==> src/rtl/alu_rot_arbiter_if.sv <==
// Handshake bundle between two issue-side requesters, the shared rotate-right
// ALU arbiter and the result consumer.
//   req0_* / req1_* : valid/ready request channels carrying operand a and rotate amount b
//   rsp_*           : valid/ready response channel carrying the result r and requester id
// Modports:
//   master : issue/consumer side (drives valids, operands and rsp_ready)
//   slave  : arbiter side (drives readies and the response)
interface alu_rot_arbiter_if #(
    parameter int unsigned DATA_W = 7,
    parameter int unsigned AMT_W  = 3
);
    logic              req0_valid;
    logic              req0_ready;
    logic [DATA_W-1:0] req0_a;
    logic [AMT_W-1:0]  req0_b;
    logic              req1_valid;
    logic              req1_ready;
    logic [DATA_W-1:0] req1_a;
    logic [AMT_W-1:0]  req1_b;
    logic              rsp_valid;
    logic              rsp_ready;
    logic [DATA_W-1:0] rsp_r;
    logic              rsp_id;

    modport master (
        output req0_valid, req0_a, req0_b,
        output req1_valid, req1_a, req1_b,
        output rsp_ready,
        input  req0_ready, req1_ready,
        input  rsp_valid, rsp_r, rsp_id
    );

    modport slave (
        input  req0_valid, req0_a, req0_b,
        input  req1_valid, req1_a, req1_b,
        input  rsp_ready,
        output req0_ready, req1_ready,
        output rsp_valid, rsp_r, rsp_id
    );
endinterface

==> src/rtl/alu_rot_arbiter.sv <==
// Shares one 7-bit rotate-right datapath between two requesters with round-robin
// arbitration. One operation in flight: IDLE (accept) -> EXEC (compute) -> RESP (hold
// result until consumed).
// Ports:
//   clk      : clock, all state updates on the rising edge
//   rst      : synchronous reset, active-high
//   bus      : request/response handshake bundle (slave side)
//   busy     : high whenever the FSM is not idle
//   op_count : completed response handshakes, wraps
module alu_rot_arbiter #(
    parameter int unsigned DATA_W = 7,  // fixed by the rotator
    parameter int unsigned AMT_W  = 3,  // fixed by the rotator
    parameter int unsigned CNT_W  = 8
) (
    input  logic             clk,
    input  logic             rst,
    alu_rot_arbiter_if.slave bus,
    output logic             busy,
    output logic [CNT_W-1:0] op_count
);
    typedef enum logic [1:0] {StIdle, StExec, StResp} state_e;

    state_e              state_q, state_d;
    logic                last_grant_q, last_grant_d;
    logic [DATA_W-1:0]   op_a_q, op_a_d;
    logic [AMT_W-1:0]    op_b_q, op_b_d;
    logic                op_id_q, op_id_d;
    logic                rsp_valid_q, rsp_valid_d;
    logic [DATA_W-1:0]   rsp_r_q, rsp_r_d;
    logic                rsp_id_q, rsp_id_d;
    logic [CNT_W-1:0]    op_count_q, op_count_d;

    logic                grant1;
    logic                ready0, ready1;
    logic [2*DATA_W-1:0] rot_wide;
    logic [DATA_W-1:0]   rot_res;

    // Shifting the doubled operand rotates; an amount of 7 is a full turn and yields A.
    assign rot_wide = {op_a_q, op_a_q} >> op_b_q;
    assign rot_res  = rot_wide[DATA_W-1:0];

    // On contention the requester that did not win last time is granted.
    always_comb begin
        grant1 = bus.req1_valid;
        if (bus.req0_valid && bus.req1_valid) begin
            grant1 = ~last_grant_q;
        end
    end

    assign ready0 = (state_q == StIdle) && !rst && bus.req0_valid && !grant1;
    assign ready1 = (state_q == StIdle) && !rst && bus.req1_valid && grant1;

    always_comb begin
        state_d      = state_q;
        last_grant_d = last_grant_q;
        op_a_d       = op_a_q;
        op_b_d       = op_b_q;
        op_id_d      = op_id_q;
        rsp_valid_d  = rsp_valid_q;
        rsp_r_d      = rsp_r_q;
        rsp_id_d     = rsp_id_q;
        op_count_d   = op_count_q;
        unique case (state_q)
            StIdle: begin
                if (ready0 || ready1) begin
                    op_a_d       = grant1 ? bus.req1_a : bus.req0_a;
                    op_b_d       = grant1 ? bus.req1_b : bus.req0_b;
                    op_id_d      = grant1;
                    last_grant_d = grant1;
                    state_d      = StExec;
                end
            end
            StExec: begin
                rsp_r_d     = rot_res;
                rsp_id_d    = op_id_q;
                rsp_valid_d = 1'b1;
                state_d     = StResp;
            end
            StResp: begin
                if (bus.rsp_ready) begin
                    rsp_valid_d = 1'b0;
                    op_count_d  = op_count_q + CNT_W'(1);
                    state_d     = StIdle;
                end
            end
            default: state_d = StIdle;
        endcase
    end

    always_ff @(posedge clk) begin
        if (rst) begin
            state_q      <= StIdle;
            last_grant_q <= 1'b1;
            op_a_q       <= '0;
            op_b_q       <= '0;
            op_id_q      <= 1'b0;
            rsp_valid_q  <= 1'b0;
            rsp_r_q      <= '0;
            rsp_id_q     <= 1'b0;
            op_count_q   <= '0;
        end else begin
            state_q      <= state_d;
            last_grant_q <= last_grant_d;
            op_a_q       <= op_a_d;
            op_b_q       <= op_b_d;
            op_id_q      <= op_id_d;
            rsp_valid_q  <= rsp_valid_d;
            rsp_r_q      <= rsp_r_d;
            rsp_id_q     <= rsp_id_d;
            op_count_q   <= op_count_d;
        end
    end

    assign bus.req0_ready = ready0;
    assign bus.req1_ready = ready1;
    assign bus.rsp_valid  = rsp_valid_q;
    assign bus.rsp_r      = rsp_r_q;
    assign bus.rsp_id     = rsp_id_q;
    assign busy           = (state_q != StIdle);
    assign op_count       = op_count_q;
endmodule

==> src/flat_wrapper.sv <==
// flat-port wrapper written by rule: the top's interface ports become plain ports
module alu_rot_arbiter_flat 
#(
    parameter int unsigned DATA_W = 7,                         
    parameter int unsigned AMT_W  = 3,                         
    parameter int unsigned CNT_W  = 8
)
  (clk, rst, busy, op_count, bus_req0_valid, bus_req0_a, bus_req0_b, bus_req1_valid, bus_req1_a, bus_req1_b, bus_rsp_ready, bus_req0_ready, bus_req1_ready, bus_rsp_valid, bus_rsp_r, bus_rsp_id);
  alu_rot_arbiter_if #(.DATA_W(DATA_W), .AMT_W(AMT_W)) bus_i ();
  input  logic clk;
  input  logic rst;
  output logic busy;
  output logic [CNT_W-1:0] op_count;
  input wire logic [$bits(bus_i.req0_valid)-1:0] bus_req0_valid;
  input wire logic [$bits(bus_i.req0_a)-1:0] bus_req0_a;
  input wire logic [$bits(bus_i.req0_b)-1:0] bus_req0_b;
  input wire logic [$bits(bus_i.req1_valid)-1:0] bus_req1_valid;
  input wire logic [$bits(bus_i.req1_a)-1:0] bus_req1_a;
  input wire logic [$bits(bus_i.req1_b)-1:0] bus_req1_b;
  input wire logic [$bits(bus_i.rsp_ready)-1:0] bus_rsp_ready;
  output wire logic [$bits(bus_i.req0_ready)-1:0] bus_req0_ready;
  output wire logic [$bits(bus_i.req1_ready)-1:0] bus_req1_ready;
  output wire logic [$bits(bus_i.rsp_valid)-1:0] bus_rsp_valid;
  output wire logic [$bits(bus_i.rsp_r)-1:0] bus_rsp_r;
  output wire logic [$bits(bus_i.rsp_id)-1:0] bus_rsp_id;
  assign bus_i.req0_valid = bus_req0_valid;
  assign bus_i.req0_a = bus_req0_a;
  assign bus_i.req0_b = bus_req0_b;
  assign bus_i.req1_valid = bus_req1_valid;
  assign bus_i.req1_a = bus_req1_a;
  assign bus_i.req1_b = bus_req1_b;
  assign bus_i.rsp_ready = bus_rsp_ready;
  assign bus_req0_ready = bus_i.req0_ready;
  assign bus_req1_ready = bus_i.req1_ready;
  assign bus_rsp_valid = bus_i.rsp_valid;
  assign bus_rsp_r = bus_i.rsp_r;
  assign bus_rsp_id = bus_i.rsp_id;
  alu_rot_arbiter #(.DATA_W(DATA_W), .AMT_W(AMT_W), .CNT_W(CNT_W)) u_core (.clk(clk), .rst(rst), .bus(bus_i), .busy(busy), .op_count(op_count));
endmodule
==> config.mk <==
export PLATFORM = sky130hd
export DESIGN_NAME = alu_rot_arbiter_flat
export DESIGN_NICKNAME = d
export VERILOG_FILES = /design/src/rtl/alu_rot_arbiter_if.sv /design/src/rtl/alu_rot_arbiter.sv /design/src/flat_wrapper.sv
export SDC_FILE = /design/constraint.sdc
export NUM_CORES = 1
export LEC_CHECK = 0
export BUFFER_PORTS_ARGS = -buffer_cell sky130_fd_sc_hd__buf_2
export CAP_MARGIN = 0
export CORE_MARGIN = 2
export CORE_UTILIZATION = 55
export DETAILED_ROUTE_END_ITERATION = 8
export GPL_ROUTABILITY_DRIVEN = 0
export GPL_TIMING_DRIVEN = 0
export PLACE_DENSITY = 0.8
export RECOVER_POWER = 50
export SLEW_MARGIN = 0
export SYNTH_ARGS = -nofsm -noshare
export SYNTH_HDL_FRONTEND = slang
export SYNTH_SLANG_ARGS = --single-unit
==> constraint.sdc <==
create_clock -name clk -period 3.4 [get_ports clk]
set_input_delay 0.34 -clock clk [delete_from_list [all_inputs] [get_ports clk]]
set_output_delay 0.34 -clock clk [all_outputs]
set_load 0.01 [all_outputs]
==> flow_metrics.py, run 1 <==
metrics = {
    "run_status": {
        "status": "completed",
    },
    "timing": {
        "min_period_ns": 2.10,
        "timing.final.crit_share": 0.619,
        "worstMarginPinSlew_ns": 0.598,
        "rsz0062_at_grt": "false",
        "fin_tns_setup_ns": 0,
        "relSlewSlack": 0.601,
        "max_freq_mhz": 475,
        "drv_slew": 0,
        "hold_viol_final": 0,
        "setup_viol": 0,
        "setup_slack_ns": 1.30,
        "skew_ns": 0.00667,
    },
    "final_layout": {
        "diodes": 0,
        "area_growth_pct": 18.4,
        "num-fill-cells": 239,
        "fin_nets": 233,
        "stdcell_area_mm2": 0.00192,
        "drive_above_1_share": 0.240,
        "final_core_utilization": 0.692,
    },
    "floorplan": {
        "rows": 19,
        "start_util": 0.584,
        "io_pins": 45,
        "core_area_mm2": 0.00278,
        "die_y_um": 58.4,
        "die_w_um": 58.4,
        "dieArea_mm2": 0.00341,
    },
    "drt": {
        "drc_errors": 0,
        "drt-vias-per-instance": 5.89,
        "totalWireLength_um": 3600,
        "drt_iter0_drc": 59,
        "drt_pass1_iterations": 4,
        "wl_per_cell_um": 15.1,
        "dr_total_vias": 1407,
        "postRouteAntennaNets": 0,
    },
    "synth": {
        "async_reset_ff_frac": 0,
        "ys_seq_area_frac": 0.382,
        "syn_avg_cell_area_um2": 10.4,
        "yosys_warnings": 0,
        "synth_area_mm2": 0.00163,
        "synth_area_leaders": "dfxtp_1, mux2i_1, mux4_1",
        "synth_cell_types": 34,
        "yosys_register_bits": 31,
        "yosysMostFrequentCell": "dfxtp_1",
        "synthFlopType": "dfxtp_1",
        "syn-num-nets": 182,
        "synth_cells": 156,
        "synth_edf_count": 0,
        "post-synth-top-area-cell": "dfxtp_1",
        "synth_commonest_cells": "dfxtp_1, mux2i_1, nor2_1",
        "synth_top_area_share": 0.382,
    },
    "global_routing": {
        "grt_pass1_wl_um": 5840,
        "gr-usage-all-layers": 0.229,
        "antenna_found_initial": 0,
        "grt_overflow": 0,
        "grt_max_degree": 11,
        "grt_pass1_vias": 1341,
    },
    "cts": {
        "hold_buffers": 0,
        "cts_num_sinks": 31,
        "cts_setup_buffers": 0,
        "insertion_delay_ns": 0.34,
        "cts-root-buf": "clkbuf_4",
        "clock_path_buffers": 2,
        "cts_buffers": 5,
        "postCtsResizedCells": 0,
        "cts_tree": "built",
        "htreeDepth": 2,
        "cts.clk_slew.worst_paths_ns": 0.10,
    },
    "setup_path": {
        "slowest_stage": "nor3_1",
        "r2r_start": "u_core.state_q[1]",
        "worstPathMaxFanout": 10,
        "cp_top_family": "buffers and inverters",
        "cpPeakStageDelay_ns": 0.34,
        "path_depth": 6,
        "worst_setup_path_start_kind": "flop",
        "reg2reg_slack_ns": 1.72,
        "crit_path_end": "bus_req0_ready",
        "critPathMostFrequentCell": "buf_2",
        "required_ns": 3.06,
        "path_cells": "buf_2 -> nor3_1 -> buf_2 -> nand2_1 -> nor2_1 -> buf_2",
        "worst-setup-path-type": "reg2out",
        "reg2reg_to": "u_core.op_b_q[1]",
        "startpoint": "u_core.state_q[1]",
        "worstPathArrival_ns": 1.76,
        "ff2ff_path_depth": 5,
        "path_buf_inv": 3,
        "crit_path_end_kind": "output pin",
    },
    "flow_run": {
        "maxCapViolations": 0,
    },
    "place": {
        "dpl.hpwl_um": 2690,
        "dpl-instance-area_mm2": 0.00188,
        "place_ws_ns": 1.74,
        "portBuffers": 44,
    },
    "hold_path": {
        "hp-class": "in2reg",
    },
    "power_and_ir_drop": {
        "p_leak_nw": 0.725,
        "power_density_mw_per_mm2": 442,
        "vdd_drop_max_mv": 0.328,
    },
}
## worst min-delay path by stage
| stage | slack [ns] | from | end | depth (start not counted) |
|---|---|---|---|---|
| 2_1_floorplan | 0.46 | u_core.op_id_q | u_core.bus.rsp_id | 2 |
| 3_3_place_gp | 0.46 | u_core.op_count[7] | u_core.op_count[7] | 2 |
| 3_5_place_dp | 0.48 | u_core.bus.rsp_valid | u_core.bus.rsp_valid | 2 |
| 4_1_cts | 0.33 | bus_req0_a[0] | u_core.op_a_q[0] | 3 |
| 5_1_grt | 0.35 | bus_req0_a[0] | u_core.op_a_q[0] | 3 |
| 6_report | 0.34 | bus_req0_a[5] | u_core.op_a_q[5] | 3 |
## area by class of cell
class	instances	area [µm²]	share of cell area
tap	31	38.8	0.0202
sequential	31	621	0.322
timing repair buffer	44	198	0.103
inverter	2	7.51	0.00390
buffer	13	62.6	0.0325
multi-input combinational	110	928	0.482
clock buffer	8	68.8	0.0358
## state kept, by name (all words and copies together) (netlist names)
name,cells
u_core.bus.rsp_id,1
u_core.bus.rsp_r,7
u_core.bus.rsp_valid,1
u_core.last_grant_q,1
u_core.op_a_q,7
u_core.op_b_q,3
u_core.op_count,8
u_core.op_id_q,1
u_core.state_q,2
## kinds of logic after synthesis
logic type / Yosys count / share of synthesized area
xor gates and xnor gates: 1 / 0.00539
and+or+nand+nor: 41 / 0.142
buffers and inverters: 15 / 0.0439
muxes: 27 / 0.235
DFF: 31 / 0.382
adders and majority gates: 1 / 0.00770
AOI/OAI and AO/OA: 40 / 0.184
## cell usage in the layout, fill, tap and decap left out, types with 2 or more instances in the layout
cell type  netlist  final
a211oi_1        10     10
a211oi_2         7      7
a21oi_1         16     16
and2_1           2      2
buf_2            6     31
clkbuf_1         6     26
clkbuf_4         0      5
clkbuf_8         0      2
dfxtp_1         31     31
inv_1            2      2
mux2i_1         19     19
mux4_1           6      6
nand2_1          4      4
nand3_1          3      3
nor2_1          17     17
nor2b_1          3      3
o31ai_1          3      3
or4_1            3      3
## where the power goes
part | internal [mW] | switching (mW)
Sequential | 0.390 | 0.0181
Clock | 0.122 | 0.129
Combinational | 0.0888 | 0.103
Total | 0.600 | 0.250
## worst register-to-register path, stage by stage, from the launching register on
cell and delay [ns]:
dfxtp_1 0.31, buf_2 0.16, nor3_1 0.34, and2_1 0.21
clkbuf_1 0.37, a211oi_1 0.16
## per-stage QoR
stage                     cells  hold slack (ns)  power, mW
after detailed placement    231            0.478      0.610
final                       239            0.338      0.850
after CTS                   239            0.330      0.857
after global routing        239            0.349      0.891
after floorplan             156            0.465      0.552
after global placement      231            0.463      0.600
## metal layers
layer,global-route usage,up-vias,wire length [µm]
li1,-,690,-
met1,0.265,666,1550
met2,0.390,45,1760
met3,0.0505,6,228
met4,0.130,0,57
met5,0,-,0
Power figures use the tool's default switching activity.
==> run 2, diff against run 1 <==
--- a/config.mk
+++ b/config.mk
@@ -8,11 +8,11 @@
 export BUFFER_PORTS_ARGS = -buffer_cell sky130_fd_sc_hd__buf_2
 export CAP_MARGIN = 0
 export CORE_MARGIN = 2
-export CORE_UTILIZATION = 55
+export CORE_UTILIZATION = 51
 export DETAILED_ROUTE_END_ITERATION = 8
 export GPL_ROUTABILITY_DRIVEN = 0
 export GPL_TIMING_DRIVEN = 0
-export PLACE_DENSITY = 0.8
+export PLACE_DENSITY = 0.75
 export RECOVER_POWER = 50
 export SLEW_MARGIN = 0
 export SYNTH_ARGS = -nofsm -noshare
==> constraint.sdc (replaced) <==
create_clock -name clk -period 2.1 [get_ports clk]
set_input_delay 0.21 -clock clk [delete_from_list [all_inputs] [get_ports clk]]
set_output_delay 0.21 -clock clk [all_outputs]
set_load 0.01 [all_outputs]
==> run 2 against run 1 <==
Compared with the run above: power is 52% higher; sequential power grew 62%; setup slack worse by 1.1 ns; cell count grew 5.4%; hold slack worse by 0.13 ns; clock-buffer cell count is 3 lower; clock skew grew 0.0077 ns; non-clock buffer count did not move; sequential cell count unchanged; first-iteration DRC count unchanged; wire length decreased by 8.6%.
==> flow_metrics.py, run 2 (synthesis results as in run 1) <==
metrics = {
    "run_status": {
        "status": "completed",
    },
    "floorplan": {
        "core_area_mm2": 0.00305,
        "start_util": 0.532,
        "die_w_um": 60.5,
        "io_pins": 45,
        "rows": 20,
        "die_y_um": 60.5,
        "dieArea_mm2": 0.00365,
    },
    "power_and_ir_drop": {
        "power_density_mw_per_mm2": 672,
        "p_sw_frac": 0.303,
        "clock_power_share": 0.253,
        "vdd_drop_max_mv": 0.341,
        "power.net_switching_mw": 0.391,
        "power_mw": 1.29,
        "power_frac_seq": 0.512,
        "p_int_mw": 0.898,
        "p_leak_nw": 0.704,
        "pwr-share-comb": 0.234,
    },
    "setup_path": {
        "critPathMostFrequentCell": "buf_2",
        "required_ns": 1.89,
        "worst_setup_path_start_kind": "flop",
        "ff2ff_path_depth": 4,
        "worstPathArrival_ns": 1.65,
        "slowest_stage": "dfxtp_1",
        "cpPeakStageDelay_ns": 0.31,
        "path_cells": "clkbuf_1 -> nor3_2 -> buf_2 -> nand2_1 -> nor2_1 -> buf_2",
        "reg2reg_slack_ns": 0.38,
        "path_buf_inv": 3,
        "worstPathMaxFanout": 10,
        "crit_path_end_kind": "output pin",
        "worst-setup-path-type": "reg2out",
        "cp_top_family": "buffers and inverters",
        "path_depth": 6,
    },
    "global_routing": {
        "gr-usage-all-layers": 0.199,
        "antenna_found_initial": 0,
        "grt_pass1_wl_um": 5490,
        "grt_max_degree": 11,
        "grt_overflow": 0,
        "grt_pass1_vias": 1273,
    },
    "timing": {
        "relSlewSlack": 0.585,
        "timing.final.crit_share": 0.887,
        "fin_tns_setup_ns": 0,
        "setup_viol": 0,
        "rsz0062_at_grt": "false",
        "min_period_ns": 1.86,
        "hold_viol_final": 0,
        "skew_ns": 0.0144,
        "worstMarginPinSlew_ns": 0.623,
        "max_freq_mhz": 537,
        "drv_slew": 0,
    },
    "cts": {
        "cts.clk_slew.worst_paths_ns": 0.10,
        "clock_path_buffers": 2,
        "cts-root-buf": "clkbuf_4",
        "cts_tree": "built",
        "hold_buffers": 0,
        "cts_buffers": 5,
        "cts_setup_buffers": 0,
        "postCtsResizedCells": 0,
        "insertion_delay_ns": 0.33,
        "cts_num_sinks": 31,
        "htreeDepth": 2,
    },
    "drt": {
        "drc_errors": 0,
        "drt-vias-per-instance": 5.56,
        "drt_pass1_iterations": 4,
        "wl_per_cell_um": 13.1,
        "drt_iter0_drc": 59,
        "postRouteAntennaNets": 0,
        "dr_total_vias": 1401,
        "totalWireLength_um": 3290,
    },
    "final_layout": {
        "drive_above_1_share": 0.245,
        "area_growth_pct": 17.9,
        "num-fill-cells": 289,
        "fin_nets": 233,
        "diodes": 0,
        "largest_reg_flops": 8,
        "final_cell_mix": "buf_2, dfxtp_1, clkbuf_1",
    },
    "place": {
        "dpl.hpwl_um": 2500,
        "portBuffers": 44,
    },
    "hold_path": {
        "worstHoldPathCells": 3,
        "hp-class": "in2reg",
    },
    "flow_run": {
        "maxCapViolations": 0,
    },
}
==> run 2: power groups by stage <==
stage | sequential [mW] | clock (mW) | combinational, mW
after floorplan | 0.676 | 0 | 0.219
after global placement | 0.670 | 0 | 0.302
after detailed placement | 0.673 | 0 | 0.311
after CTS | 0.659 | 0.338 | 0.313
after global routing | 0.665 | 0.365 | 0.335
final | 0.660 | 0.327 | 0.302
==> run 2: worst register-to-register path: cells and delay by family (launching register included) <==
kind / cells / cell delay [ns]
buffers and inverters: 1 / 0.27
AND/OR/NAND/NOR: 2 / 0.93
AO/OA/AOI/OAI: 1 / 0.14
flip-flops: 1 / 0.32
==> run 2: layout make-up <==
cell class / count / area [µm²] / area share
inverters: 2 / 7.51 / 0.00392
well taps: 44 / 55.1 / 0.0287
multi-input cells: 110 / 921 / 0.480
repair buffers: 44 / 199 / 0.104
clock inverters: 3 / 15.0 / 0.00783
flip-flops and latches: 31 / 621 / 0.324
plain buffers: 13 / 61.3 / 0.0320
clock buffers: 5 / 37.5 / 0.0196
==> run 2: final timing paths <==
kind / from / endpoint
max reg2reg: u_core.state_q[1] / u_core.op_count[7]
max: u_core.state_q[1] / bus_req0_ready
min reg2reg: u_core.op_count[7] / u_core.op_count[7]
min: bus_req0_a[2] / u_core.op_a_q[2]
==> run 2: routing by layer <==
metal / GRT usage / vias up / wire length [µm]
li1: - / 691 / -
met1: 0.249 / 654 / 1470
met2: 0.339 / 52 / 1610
met3: 0.0576 / 4 / 187
met4: 0.0559 / 0 / 22
met5: 0 / - / 0
==> run 2: per-stage QoR <==
step	area (µm²)	hold slack [ns]	worst slack (ns)	cells	utilization
detailed placement	1900	0.465	0.526	244	0.623
CTS	1950	0.200	0.256	252	0.640
global route	1920	0.222	0.0861	252	0.628
finish	1920	0.207	0.238	252	0.628
floorplan	1630	0.396	0.655	156	-
global placement	1900	0.460	0.578	244	0.623
